File: config.mk
export PLATFORM = sky130hd
export DESIGN_NAME = traffic_phase_arbiter
export DESIGN_NICKNAME = d
export VERILOG_FILES = /design/src/rtl/traffic_defs.sv /design/src/rtl/traffic_phase_arbiter_rr_pick.sv /design/src/rtl/traffic_phase_arbiter.sv
export SDC_FILE = /design/constraint.sdc
export NUM_CORES = 1
export LEC_CHECK = 0
export ABC_CLOCK_PERIOD_IN_PS = 5500
export CAP_MARGIN = 5
export CORE_ASPECT_RATIO = 1.25
export CORE_MARGIN = 5
export CORE_UTILIZATION = 56
export DETAILED_ROUTE_END_ITERATION = 8
export PLACE_DENSITY = 0.84
export SLEW_MARGIN = 20
export SYNTH_ARGS = -nofsm -noshare
export SYNTH_HDL_FRONTEND = slang
export SYNTH_SLANG_ARGS = --single-unit
File: constraint.sdc
create_clock -name clk -period 5.5 [get_ports clk]
set_input_delay 1.65 -clock clk [delete_from_list [all_inputs] [get_ports clk]]
set_output_delay 1.65 -clock clk [all_outputs]
set_load 0.005 [all_outputs]
File: src/rtl/traffic_defs.sv
// Shared light, direction and phase encodings for the intersection controllers.
package traffic_defs;

  localparam int unsigned NUM_DIR = 4;
  localparam int unsigned LT_W    = 3;

  localparam logic [LT_W-1:0] LT_RED = 3'b100;
  localparam logic [LT_W-1:0] LT_YEL = 3'b010;
  localparam logic [LT_W-1:0] LT_GRN = 3'b001;

  localparam logic [1:0] DIR_N = 2'd0;
  localparam logic [1:0] DIR_S = 2'd1;
  localparam logic [1:0] DIR_E = 2'd2;
  localparam logic [1:0] DIR_W = 2'd3;

  typedef enum logic [1:0] {
    PH_IDLE   = 2'd0,
    PH_GREEN  = 2'd1,
    PH_YELLOW = 2'd2,
    PH_ALLRED = 2'd3
  } phase_e;

  function automatic logic [NUM_DIR-1:0] dir_onehot(input logic [1:0] dir);
    return NUM_DIR'(1) << dir;
  endfunction

endpackage

File: src/rtl/traffic_phase_arbiter_rr_pick.sv
// Circular priority finder: first set request bit at or after the pointer.
module rr_pick
  import traffic_defs::*;
(
  input  logic [NUM_DIR-1:0] req_i,
  input  logic [1:0]         ptr_i,
  output logic               valid_c_o,
  output logic [1:0]         idx_c_o
);

  logic [1:0] cand;

  // Scan from the farthest offset down so the nearest requester wins.
  always_comb begin
    valid_c_o = 1'b0;
    idx_c_o   = ptr_i;
    cand      = ptr_i;
    for (int k = NUM_DIR - 1; k >= 0; k--) begin
      cand = ptr_i + 2'(k);
      if (req_i[cand]) begin
        valid_c_o = 1'b1;
        idx_c_o   = cand;
      end
    end
  end

endmodule

File: src/rtl/traffic_phase_arbiter.sv
// Request-driven round-robin signal scheduler for a four-way intersection.
// Optional emergency preemption enabled with `define EMERG_PREEMPT_EN.
module traffic_phase_arbiter
  import traffic_defs::*;
#(
  parameter int unsigned GREEN_MIN = 4,
  parameter int unsigned GREEN_MAX = 12,
  parameter int unsigned YELLOW_T  = 3,
  parameter int unsigned ALLRED_T  = 1,
  parameter int unsigned CNT_W     = 5
) (
  input  logic               clk,
  input  logic               rst_a,
  input  logic [NUM_DIR-1:0] req,
`ifdef EMERG_PREEMPT_EN
  input  logic               emerg_req,
  input  logic [1:0]         emerg_dir,
`endif
  output logic [LT_W-1:0]    n_lights,
  output logic [LT_W-1:0]    s_lights,
  output logic [LT_W-1:0]    e_lights,
  output logic [LT_W-1:0]    w_lights,
  output logic [NUM_DIR-1:0] grant,
  output logic [1:0]         phase
);

  phase_e                           state_q, state_d;
  logic [1:0]                       owner_q, owner_d;
  logic [1:0]                       rr_q, rr_d;
  logic [CNT_W-1:0]                 timer_q, timer_d, timer_inc;
  logic [NUM_DIR-1:0]               grant_q, grant_d;
  logic [NUM_DIR-1:0][LT_W-1:0]     lights_q, lights_d;
  logic [NUM_DIR-1:0]               others;
  logic [1:0]                       pick_ptr, pick_idx;
  logic                             pick_valid;
  logic                             emg_act;
  logic [1:0]                       emg_dir;

`ifdef EMERG_PREEMPT_EN
  assign emg_act = emerg_req;
  assign emg_dir = emerg_dir;
`else
  assign emg_act = 1'b0;
  assign emg_dir = DIR_N;
`endif

  // At clearance exit the search starts just past the previous owner.
  assign pick_ptr  = (state_q == PH_ALLRED) ? owner_q + 2'd1 : rr_q;
  assign others    = req & ~dir_onehot(owner_q);
  assign timer_inc = (timer_q >= CNT_W'(GREEN_MAX)) ? timer_q : timer_q + CNT_W'(1);

  rr_pick u_rr_pick (
    .req_i     (req),
    .ptr_i     (pick_ptr),
    .valid_c_o (pick_valid),
    .idx_c_o   (pick_idx)
  );

  always_comb begin
    state_d  = state_q;
    owner_d  = owner_q;
    rr_d     = rr_q;
    timer_d  = timer_inc;
    grant_d  = '0;
    lights_d = {NUM_DIR{LT_RED}};

    case (state_q)
      PH_IDLE: begin
        timer_d = '0;
        if (emg_act) begin
          state_d = PH_GREEN;
          owner_d = emg_dir;
        end else if (pick_valid) begin
          state_d = PH_GREEN;
          owner_d = pick_idx;
        end
      end
      PH_GREEN: begin
        if (emg_act) begin
          if (owner_q != emg_dir) begin
            state_d = PH_YELLOW;
            timer_d = '0;
          end
        end else if ((others != '0) &&
                     ((timer_q >= CNT_W'(GREEN_MAX - 1)) ||
                      ((timer_q >= CNT_W'(GREEN_MIN - 1)) && !req[owner_q]))) begin
          state_d = PH_YELLOW;
          timer_d = '0;
        end
      end
      PH_YELLOW: begin
        if (timer_q >= CNT_W'(YELLOW_T - 1)) begin
          state_d = PH_ALLRED;
          timer_d = '0;
        end
      end
      PH_ALLRED: begin
        if (timer_q >= CNT_W'(ALLRED_T - 1)) begin
          rr_d    = owner_q + 2'd1;
          timer_d = '0;
          if (emg_act) begin
            state_d = PH_GREEN;
            owner_d = emg_dir;
          end else if (pick_valid) begin
            state_d = PH_GREEN;
            owner_d = pick_idx;
          end else begin
            state_d = PH_IDLE;
          end
        end
      end
      default: state_d = PH_IDLE;
    endcase

    // Moore outputs derived from the state being entered.
    if (state_d == PH_GREEN) begin
      lights_d[owner_d] = LT_GRN;
      grant_d           = dir_onehot(owner_d);
    end else if (state_d == PH_YELLOW) begin
      lights_d[owner_d] = LT_YEL;
      grant_d           = dir_onehot(owner_d);
    end
  end

  always_ff @(posedge clk) begin
    if (rst_a) begin
      state_q  <= PH_IDLE;
      owner_q  <= DIR_N;
      rr_q     <= DIR_N;
      timer_q  <= '0;
      grant_q  <= '0;
      lights_q <= {NUM_DIR{LT_RED}};
    end else begin
      state_q  <= state_d;
      owner_q  <= owner_d;
      rr_q     <= rr_d;
      timer_q  <= timer_d;
      grant_q  <= grant_d;
      lights_q <= lights_d;
    end
  end

  assign n_lights = lights_q[DIR_N];
  assign s_lights = lights_q[DIR_S];
  assign e_lights = lights_q[DIR_E];
  assign w_lights = lights_q[DIR_W];
  assign grant    = grant_q;
  assign phase    = state_q;

endmodule

== Word-level counts from Yosys, hierarchy flattened ==
Index checks and enable logic that the tools add are counted.
Storage, ports and cells
  register bits after elaboration: 27
  word-level logic and storage cells: 89
  bits of input ports: 6
Operators by class
  eq/ne operators: 5
  bitwise logic cells: 4
  order comparisons: 12
  shift operators: 2
  add/subtract/negate cells: 5
  muxes and demuxes: 39
  reductions and logical operators: 9
Operators by type and width (number)
  two-way mux 12 bit: 2
  two-way mux 2 bit: 11
  two-way mux 5 bit: 4
  one-hot mux 5 bit (4 select lines): 1
  less-than comparator 2 x 3 -> 1 bit (second input constant): 6
  binary-select mux 1 bit (select 2 bit): 5
  >= comparator 5 x 2 -> 1 bit (second input constant): 2
  >= comparator 5 x 4 -> 1 bit (second input constant): 2
  two-way mux 1 bit: 10
  two-way mux 4 bit: 2
  NOT 4 bit: 2
  one-hot mux 2 bit (4 select lines): 1
  left shift 1 x 2 -> 4 bit (first input constant): 2
  demux 3 bit (select 2 bit): 1
  == test 2 bit (second input constant): 3
  adder 5 x 1 -> 5 bit (second input constant): 1
  >= comparator 5 x 1 -> 1 bit (second input constant): 1
  adder 2 x 1 -> 2 bit (second input constant): 2
  adder 2 bit (second input constant): 2
  bitwise AND 4 bit: 1
  == test 2 x 1 -> 1 bit (second input constant): 2
  one-hot mux 2 bit (2 select lines): 1
  nonzero test 4 bit: 1
  logical AND 1 bit: 3
  other kinds (8): 8

== Depth between registers and ports, before layout ==
Gate-level depths: netlist (run 1).
  depth after elaboration: 19
  gate-level depth with buffers: 9
  gate-level depth less buffers: 8

== Hierarchy ==
A second synthesis (run 1) with hierarchy kept.
Second synthesis, totals
  cell total of the unflattened synthesis: 142
  area, all modules: 1311.3 um^2
Modules (own cells, without submodules)
  traffic_phase_arbiter: sequential area each 540.5 um^2, cells each 126, area an instance 1211.2 um^2, times used 1
  rr_pick: sequential area each 0.0 um^2, cells each 16, area an instance 100.1 um^2, times used 1

== Least setup slack after synthesis (run 1) ==
OpenSTA, ideal clock, no wires.
  path type: input-to-reg
  start point: input req[0]
  end point: register lights_q (netlist bit e_lights[2])
  cell stages on the path: 7
  path slack: 2.005 ns
  library setup time: 0.127 ns
  arrival: 3.368 ns
  required time: 5.373 ns
  path buffers: 1
  cells stage by stage: buf_6 > mux4_2 > maj3_2 > and2_4 > a21o_1 > o21a_4 > or3_1
On the way
  longest elaborated chain between the ends: 16
  elaborated cells between the ends (all ways): 42
  those cells by class: order compare: 2; eq/ne: 2; mux: 30; bitwise: 2; reduce/logical: 6
RTL lines
  start, declared: RTL line traffic_phase_arbiter.sv:14  | input logic [NUM_DIR-1:0] req,
  binary-select mux 1 bit (select 2 bit): RTL line traffic_phase_arbiter_rr_pick.sv:20  | if (req_i[cand]) begin
  two-way mux 1 bit (implied by the code): RTL line traffic_phase_arbiter_rr_pick.sv:20
  two-way mux 2 bit or two-way mux 1 bit (tied branches) (4 in series): RTL line traffic_phase_arbiter_rr_pick.sv:20
  two-way mux 2 bit: RTL line traffic_phase_arbiter.sv:73, traffic_phase_arbiter.sv:104
  two-way mux 2 bit: RTL line traffic_phase_arbiter.sv:98  | if (timer_q >= CNT_W'(ALLRED_T - 1)) begin
  one-hot mux 2 bit (2 select lines): RTL line traffic_phase_arbiter.sv:67  | case (state_q)
  less-than comparator 2 x 3 -> 1 bit (implied by the code) or >= comparator 2 x 1 -> 1 bit (tied branches): RTL line traffic_phase_arbiter.sv:117, traffic_phase_arbiter.sv:120
  logical AND 1 bit (implied by the code): RTL line traffic_phase_arbiter.sv:117, traffic_phase_arbiter.sv:120
  two-way mux 3 bit (implied by the code): RTL line traffic_phase_arbiter.sv:117, traffic_phase_arbiter.sv:120
  demux 3 bit (select 2 bit): RTL line traffic_phase_arbiter.sv:117, traffic_phase_arbiter.sv:120
  NOT 4 bit (no line)
  two-way mux 12 bit: RTL line traffic_phase_arbiter.sv:119  | end else if (state_d == PH_YELLOW) begin
  two-way mux 12 bit (*): RTL line traffic_phase_arbiter.sv:116  | if (state_d == PH_GREEN) begin
  end signal, assigned: RTL line traffic_phase_arbiter.sv:132  | lights_q <= {NUM_DIR{LT_RED}};
  end signal, assigned: RTL line traffic_phase_arbiter.sv:139  | lights_q <= lights_d;
  end, declared: RTL line traffic_phase_arbiter.sv:32  | logic [NUM_DIR-1:0][LT_W-1:0] lights_q, lights_d;
Every way passes the cells marked *; elsewhere a longest branch is shown, timed or not. The select of a mux whose other input is x is not followed.
A chain may end at the register's enable or synchronous reset.

== Worst setup path after layout (run 1) ==
Ends and elaborated chain as after synthesis.

==> flow_metrics.tcl, run 1 <==
set metrics [dict create \
    status "completed" \
    synth.distinct_cells 41 \
    synth_ff_type "dfxtp_1" \
    first_global_vias 1209 \
    cts_made_buffers 3 \
    worst-endpoint-arrival_ps 3950 \
    min_period_ps 3730 \
    ys_ff_latch 27 \
    synth_seq_area_share 0.384 \
    cpPeakStageDelay_ps 560 \
    synth_common_cells "dfxtp_1 (27), nor2_1 (16), inv_1 (12)" \
    worstReg2RegEnd "n_lights[2]" \
    crit_fanout 9 \
    max_cap_violations 0 \
    core_mm2 0.00243 \
    rsz0062_at_grt "false" \
    yosysMostFrequentCell "dfxtp_1" \
    layout-drive-gt1-share 0.0604 \
    ir_drop_mv 0.242 \
    synthesis.area_mm2 0.00141 \
    syn2layout_area_growth_pct 19.8 \
    io_pins 24 \
    leakage_nw 0.635 \
    place_inst 211 \
    ant_nets 0 \
    crit_type "in2reg" \
    cts_hold_buf 0 \
    final-hold-violation-count 0 \
    synth_top_area_share 0.384 \
    syn_area_per_cell_um2 8.84 \
    async_flop_share 0 \
    min_path_type "reg2reg" \
    clkTransAtPathRegs_ps 150 \
    clk_latency_ps 320 \
    drt_pre_antenna_iters 4 \
    die_area_mm2 0.00362 \
    antenna_found_initial 0 \
    track_usage 0.188 \
    cts_tree "built" \
    crit_family "buffers and inverters" \
    finalCritPeriodShare 0.678 \
    end_kind "flop" \
    rr_startpoint "owner_q[0]" \
    port_buffers 23 \
    rows 20 \
    clock_tree.root_cell "clkbuf_4" \
    start_kind "input port" \
    tritoncts_num_sinks 27 \
    whs_endpoint "timer_q[4]" \
    cts_resized 0 \
    synth_cells 159 \
    grt_max_degree 21 \
    routabilityCongestion 0.868 \
    drt_iter0_markers 30 \
    synth_top_cell_by_area "dfxtp_1" \
    cp_slowest_cell "clkdlybuf4s50_1" \
    hp-start "timer_q[4]" \
    fp.dieH_um 66.0 \
    fin_nets 200 \
    fin_cells 215 \
    hpwl_mm 2.34 \
    max_freq_ghz 0.268 \
    vias 1240 \
    htreeDepth 1 \
    drv_slew 0 \
    path_buf_inv 1 \
    syn_nets 176 \
    via_per_inst 5.77 \
    post-cts-setup-buffer-count 0 \
    wl_mm 3.02 \
    die_w_um 54.8 \
    finalSetupTns_ps 0 \
    wl_per_cell_um 14.0 \
    worstSetupStartpoint "req[0]" \
    regToRegSetupSlack_ps 2610 \
    slew_headroom 0.545 \
    setup_viol_count_final 0 \
    diodes 0 \
    netlist_top_cells_area "dfxtp_1 (38%), ha_1 (9.8%), nor2_1 (4.3%), nor3_1 (3.2%), inv_1 (3.2%)" \
    cts_buffer_depth 2 \
    tightest_slew_ps 681 \
    power_density_mw_per_mm2 234 \
    hold_depth 2 \
    yosys_warnings 0 \
    synth_edf_count 0 \
    gr-total-overflow 0 \
    critPathRequiredTime_ps 5720 \
    grt_pass1_wl_mm 5.13 \
    start_util 0.579 \
    drc 0 \
    ff2ff_path_depth 8 \
    power_uw 394 \
    crit_chain "clkdlybuf4s50_1, mux4_2, maj3_2, and2_4, a21o_1, o21a_4, or3_1" \
    fin_skew_ps 3.20 \
]
==> flip-flops by register name (all words and copies together) (netlist names) <==
signal	count
n_lights	3
e_lights	3
w_lights	3
s_lights	3
grant	4
owner_q	2
rr_q	2
phase	2
timer_q	5
==> layout by cell type (no fill, tap or decap), drive strengths merged, types with 2 or more instances in the layout <==
cell | synthesis | layout
o21ai | 6 | 6
a21oi | 8 | 8
and2 | 3 | 3
or3 | 4 | 4
nor2 | 16 | 16
clkdlybuf4s50 | 0 | 23
inv | 12 | 12
ha | 11 | 11
a211oi | 4 | 4
nor2b | 2 | 2
a32oi | 2 | 2
a31oi | 3 | 3
clkbuf | 2 | 3
nand2 | 9 | 9
nor3 | 9 | 9
mux2i | 3 | 3
nand2b | 6 | 6
nor4 | 2 | 2
dfxtp | 27 | 27
a21o | 2 | 2
o221ai | 3 | 3
or4 | 2 | 2
nand3 | 3 | 3
or2 | 3 | 3
==> cell families after synthesis <==
family	count (synthesis)	share of synthesized area
AOI/OAI and AO/OA	38	0.194
xor gates and xnor gates	1	0.00623
adders and majority gates	12	0.106
buffers and inverters	16	0.0480
DFF	27	0.384
muxes	4	0.0374
and+or+nand+nor	61	0.224
==> layer usage <==
metal | wire length (um) | vias to the layer above | GRT usage
met5 | 0 | - | 0
met4 | 52 | 0 | 0.0685
met3 | 106 | 6 | 0.0316
met2 | 1560 | 31 | 0.314
met1 | 1300 | 584 | 0.236
li1 | - | 619 | -
==> through the flow <==
step / worst slack [ps] / hold slack, ps / utilization / area, um2
after global routing: 1680 / 515 / 0.694 / 1690
final: 1770 / 482 / 0.694 / 1690
after floorplan: 2010 / 435 / - / 1410
after global placement: 1500 / 457 / 0.682 / 1660
after detailed placement: 1440 / 463 / 0.682 / 1660
after CTS: 1790 / 483 / 0.694 / 1690
==> how the worst max path moves through the flow <==
stage | endpoint | slack, ps | depth (start not counted)
finish | e_lights[2] | 1770 | 7
global route | w_lights[2] | 1680 | 7
CTS | e_lights[2] | 1790 | 7
detailed placement | e_lights[2] | 1440 | 7
global placement | e_lights[2] | 1500 | 7
floorplan | e_lights[2] | 2010 | 7
==> final cells by class <==
type | count | area [um2]
multi-input combinational | 116 | 798
fill | 207 | 742
sequential | 27 | 541
timing repair buffer | 23 | 230
inverter | 12 | 45.0
tap | 33 | 41.3
clock buffer | 3 | 22.5
clock inverter | 1 | 7.51
==> worst reg2reg max path: stages (launching register included) <==
cell and delay, ps:
dfxtp_1 570, inv_1 150, ha_1 340, mux2i_1 460
mux2i_1 150, a211oi_1 470, inv_1 110, a2bb2oi_1 220
or3_1 330
==> where the power goes <==
part	leakage, nW	internal (mW)	switching, mW
sequential	0.220	0.207	0.00799
combinational	0.400	0.0447	0.0453
clock	0.0139	0.0278	0.0605
Power figures use the tool's default switching activity.
==> run 2, diff against run 1 <==
--- a/config.mk
+++ b/config.mk
@@ -5,13 +5,13 @@
 export SDC_FILE = /design/constraint.sdc
 export NUM_CORES = 1
 export LEC_CHECK = 0
-export ABC_CLOCK_PERIOD_IN_PS = 5500
+export ABC_CLOCK_PERIOD_IN_PS = 3500
 export CAP_MARGIN = 5
 export CORE_ASPECT_RATIO = 1.25
 export CORE_MARGIN = 5
-export CORE_UTILIZATION = 56
+export CORE_UTILIZATION = 52
 export DETAILED_ROUTE_END_ITERATION = 8
-export PLACE_DENSITY = 0.84
+export PLACE_DENSITY = 0.79
 export SLEW_MARGIN = 20
 export SYNTH_ARGS = -nofsm -noshare
 export SYNTH_HDL_FRONTEND = slang
==> constraint.sdc (replaced) <==
create_clock -name clk -period 3.5 [get_ports clk]
set_input_delay 1.05 -clock clk [delete_from_list [all_inputs] [get_ports clk]]
set_output_delay 1.05 -clock clk [all_outputs]
set_load 0.005 [all_outputs]
==> run 2 against run 1 <==
  * Routed wire length up 1.9%
  * Die area is 6.4% higher
  * Via count grew 2.3%
  * Non-clock buffer count is 5 higher
  * Largest cell class unchanged
  * Critical path depth is the same
  * Final cell count increased by 2.8%
  * Clock-buffer cell count unchanged
==> flow_metrics.tcl, run 2 (synthesized netlist as in run 1, its figures left out) <==
set metrics [dict create \
    status "completed" \
    port_buffers 23 \
    slew_headroom 0.522 \
    first_global_vias 1194 \
    hpwl_mm 2.42 \
    finalCritPeriodShare 0.885 \
    switching_share 0.282 \
    multi_input_area_um2 798 \
    leakage_nw 0.662 \
    start_util 0.535 \
    drt_iter0_markers 37 \
    final_common_cell "dfxtp_1" \
    max_cap_violations 0 \
    core_mm2 0.00263 \
    start_kind "input port" \
    syn2layout_area_growth_pct 22.4 \
    holdWs_ps 482 \
    crit_fanout 6 \
    switching_power_uw 175 \
    die_area_mm2 0.00385 \
    highest_layer "met4" \
    grt_pass1_wl_mm 5.25 \
    clk_latency_ps 310 \
    end_kind "flop" \
    most-common-layout-cells "dfxtp_1 (27), clkdlybuf4s50_1 (23), nor2_1 (16), inv_1 (12), ha_1 (11)" \
    htreeDepth 1 \
    wl_mm 3.08 \
    clock_tree.root_cell "clkbuf_4" \
    fin_skew_ps 3.14 \
    layout-drive-gt1-share 0.0856 \
    tritoncts_num_sinks 27 \
    p_int_uw 444 \
    top_register "timer_q" \
    power_uw 619 \
    rows 21 \
    cpPeakStageDelay_ps 520 \
    finalSetupTns_ps 0 \
    met3_length_um 160 \
    setup_viol_count_final 0 \
    critPathRequiredTime_ps 3710 \
    combPwrFrac 0.241 \
    clkTransAtPathRegs_ps 140 \
    crit_chain "clkdlybuf4s50_1, mux4_2, maj3_2, and2_4, a21o_1, o21a_4, or3_1" \
    crit_type "in2reg" \
    cts_resized 0 \
    tightest_slew_ps 715 \
    fillers 235 \
    ir_drop_mv 0.230 \
    cts_hold_buf 0 \
    rsz0062_at_grt "false" \
    post-cts-setup-buffer-count 0 \
    routabilityCongestion 0.918 \
    seq_power_share 0.548 \
    min_path_type "reg2reg" \
    min_period_ps 3100 \
    gr-total-overflow 0 \
    io_pins 24 \
    wl_met2_mm 1.64 \
    final-hold-violation-count 0 \
    drc 0 \
    seq_area_um2 541 \
    via_per_inst 5.74 \
    ant_nets 0 \
    cts_tree "built" \
    power_density_mw_per_mm2 360 \
    drt_pre_antenna_iters 4 \
    max_freq_ghz 0.323 \
    cts_made_buffers 3 \
    vias 1268 \
    pwr-share-clk 0.211 \
    worst-endpoint-arrival_ps 3310 \
    largest_reg_flops 5 \
    drv_slew 0 \
    track_usage 0.171 \
    die_w_um 56.5 \
    grt_max_degree 21 \
    drt-met1-wl_mm 1.26 \
    cts_buffer_depth 2 \
    antenna_found_initial 0 \
    diodes 0 \
    fin_nets 205 \
    wl_per_cell_um 13.9 \
    fp.dieH_um 68.1 \
    cp_slowest_cell "mux4_2" \
]
run 2: layout make-up:
cell class,count,share of cell area
Sequential cell,27,0.314
Multi-Input combinational cell,116,0.464
Clock inverter,1,0.00291
Clock buffer,3,0.0131
Inverter,12,0.0262
Tap cell,34,0.0247
Timing Repair Buffer,28,0.156
run 2: worst paths after layout:
check	cells past startpoint	slack [ps]	startpoint	endpoint
worst max-delay path	7	400	req[3]	n_lights[2]
worst min-delay path	2	480	timer_q[4]	timer_q[4]
worst max register to register	8	560	owner_q[0]	n_lights[2]
worst min register to register	2	480	timer_q[4]	timer_q[4]
run 2: critical path, delay by kind of cell:
kind	cells	cell delay [ps]
multiplexers	1	520
AND/OR/NAND/NOR	2	520
buffers and inverters	1	490
AO/OA/AOI/OAI	2	400
adder cells (fa/ha/maj)	1	310
run 2: through the flow:
stage | instance area [um2] | setup slack [ps] | utilization | std cells
after floorplan | 1410 | 605 | - | 159
after global placement | 1690 | 137 | 0.645 | 217
final | 1720 | 402 | 0.655 | 221
after detailed placement | 1690 | 58.8 | 0.645 | 217
after CTS | 1720 | 402 | 0.655 | 221
after global routing | 1720 | 353 | 0.655 | 221
run 2: power groups by stage:
stage	Sequential, mW	Combinational [mW]	Clock (mW)
after floorplan	0.344	0.0837	0
after global placement	0.345	0.145	0
after detailed placement	0.346	0.148	0
after CTS	0.339	0.149	0.133
after global routing	0.342	0.165	0.144
final	0.339	0.149	0.131
run 2: layer usage:
metal	GRT usage	vias up
li1	-	627
met1	0.203	599
met2	0.328	38
met3	0.0189	4
met4	0.0386	0
met5	0	-
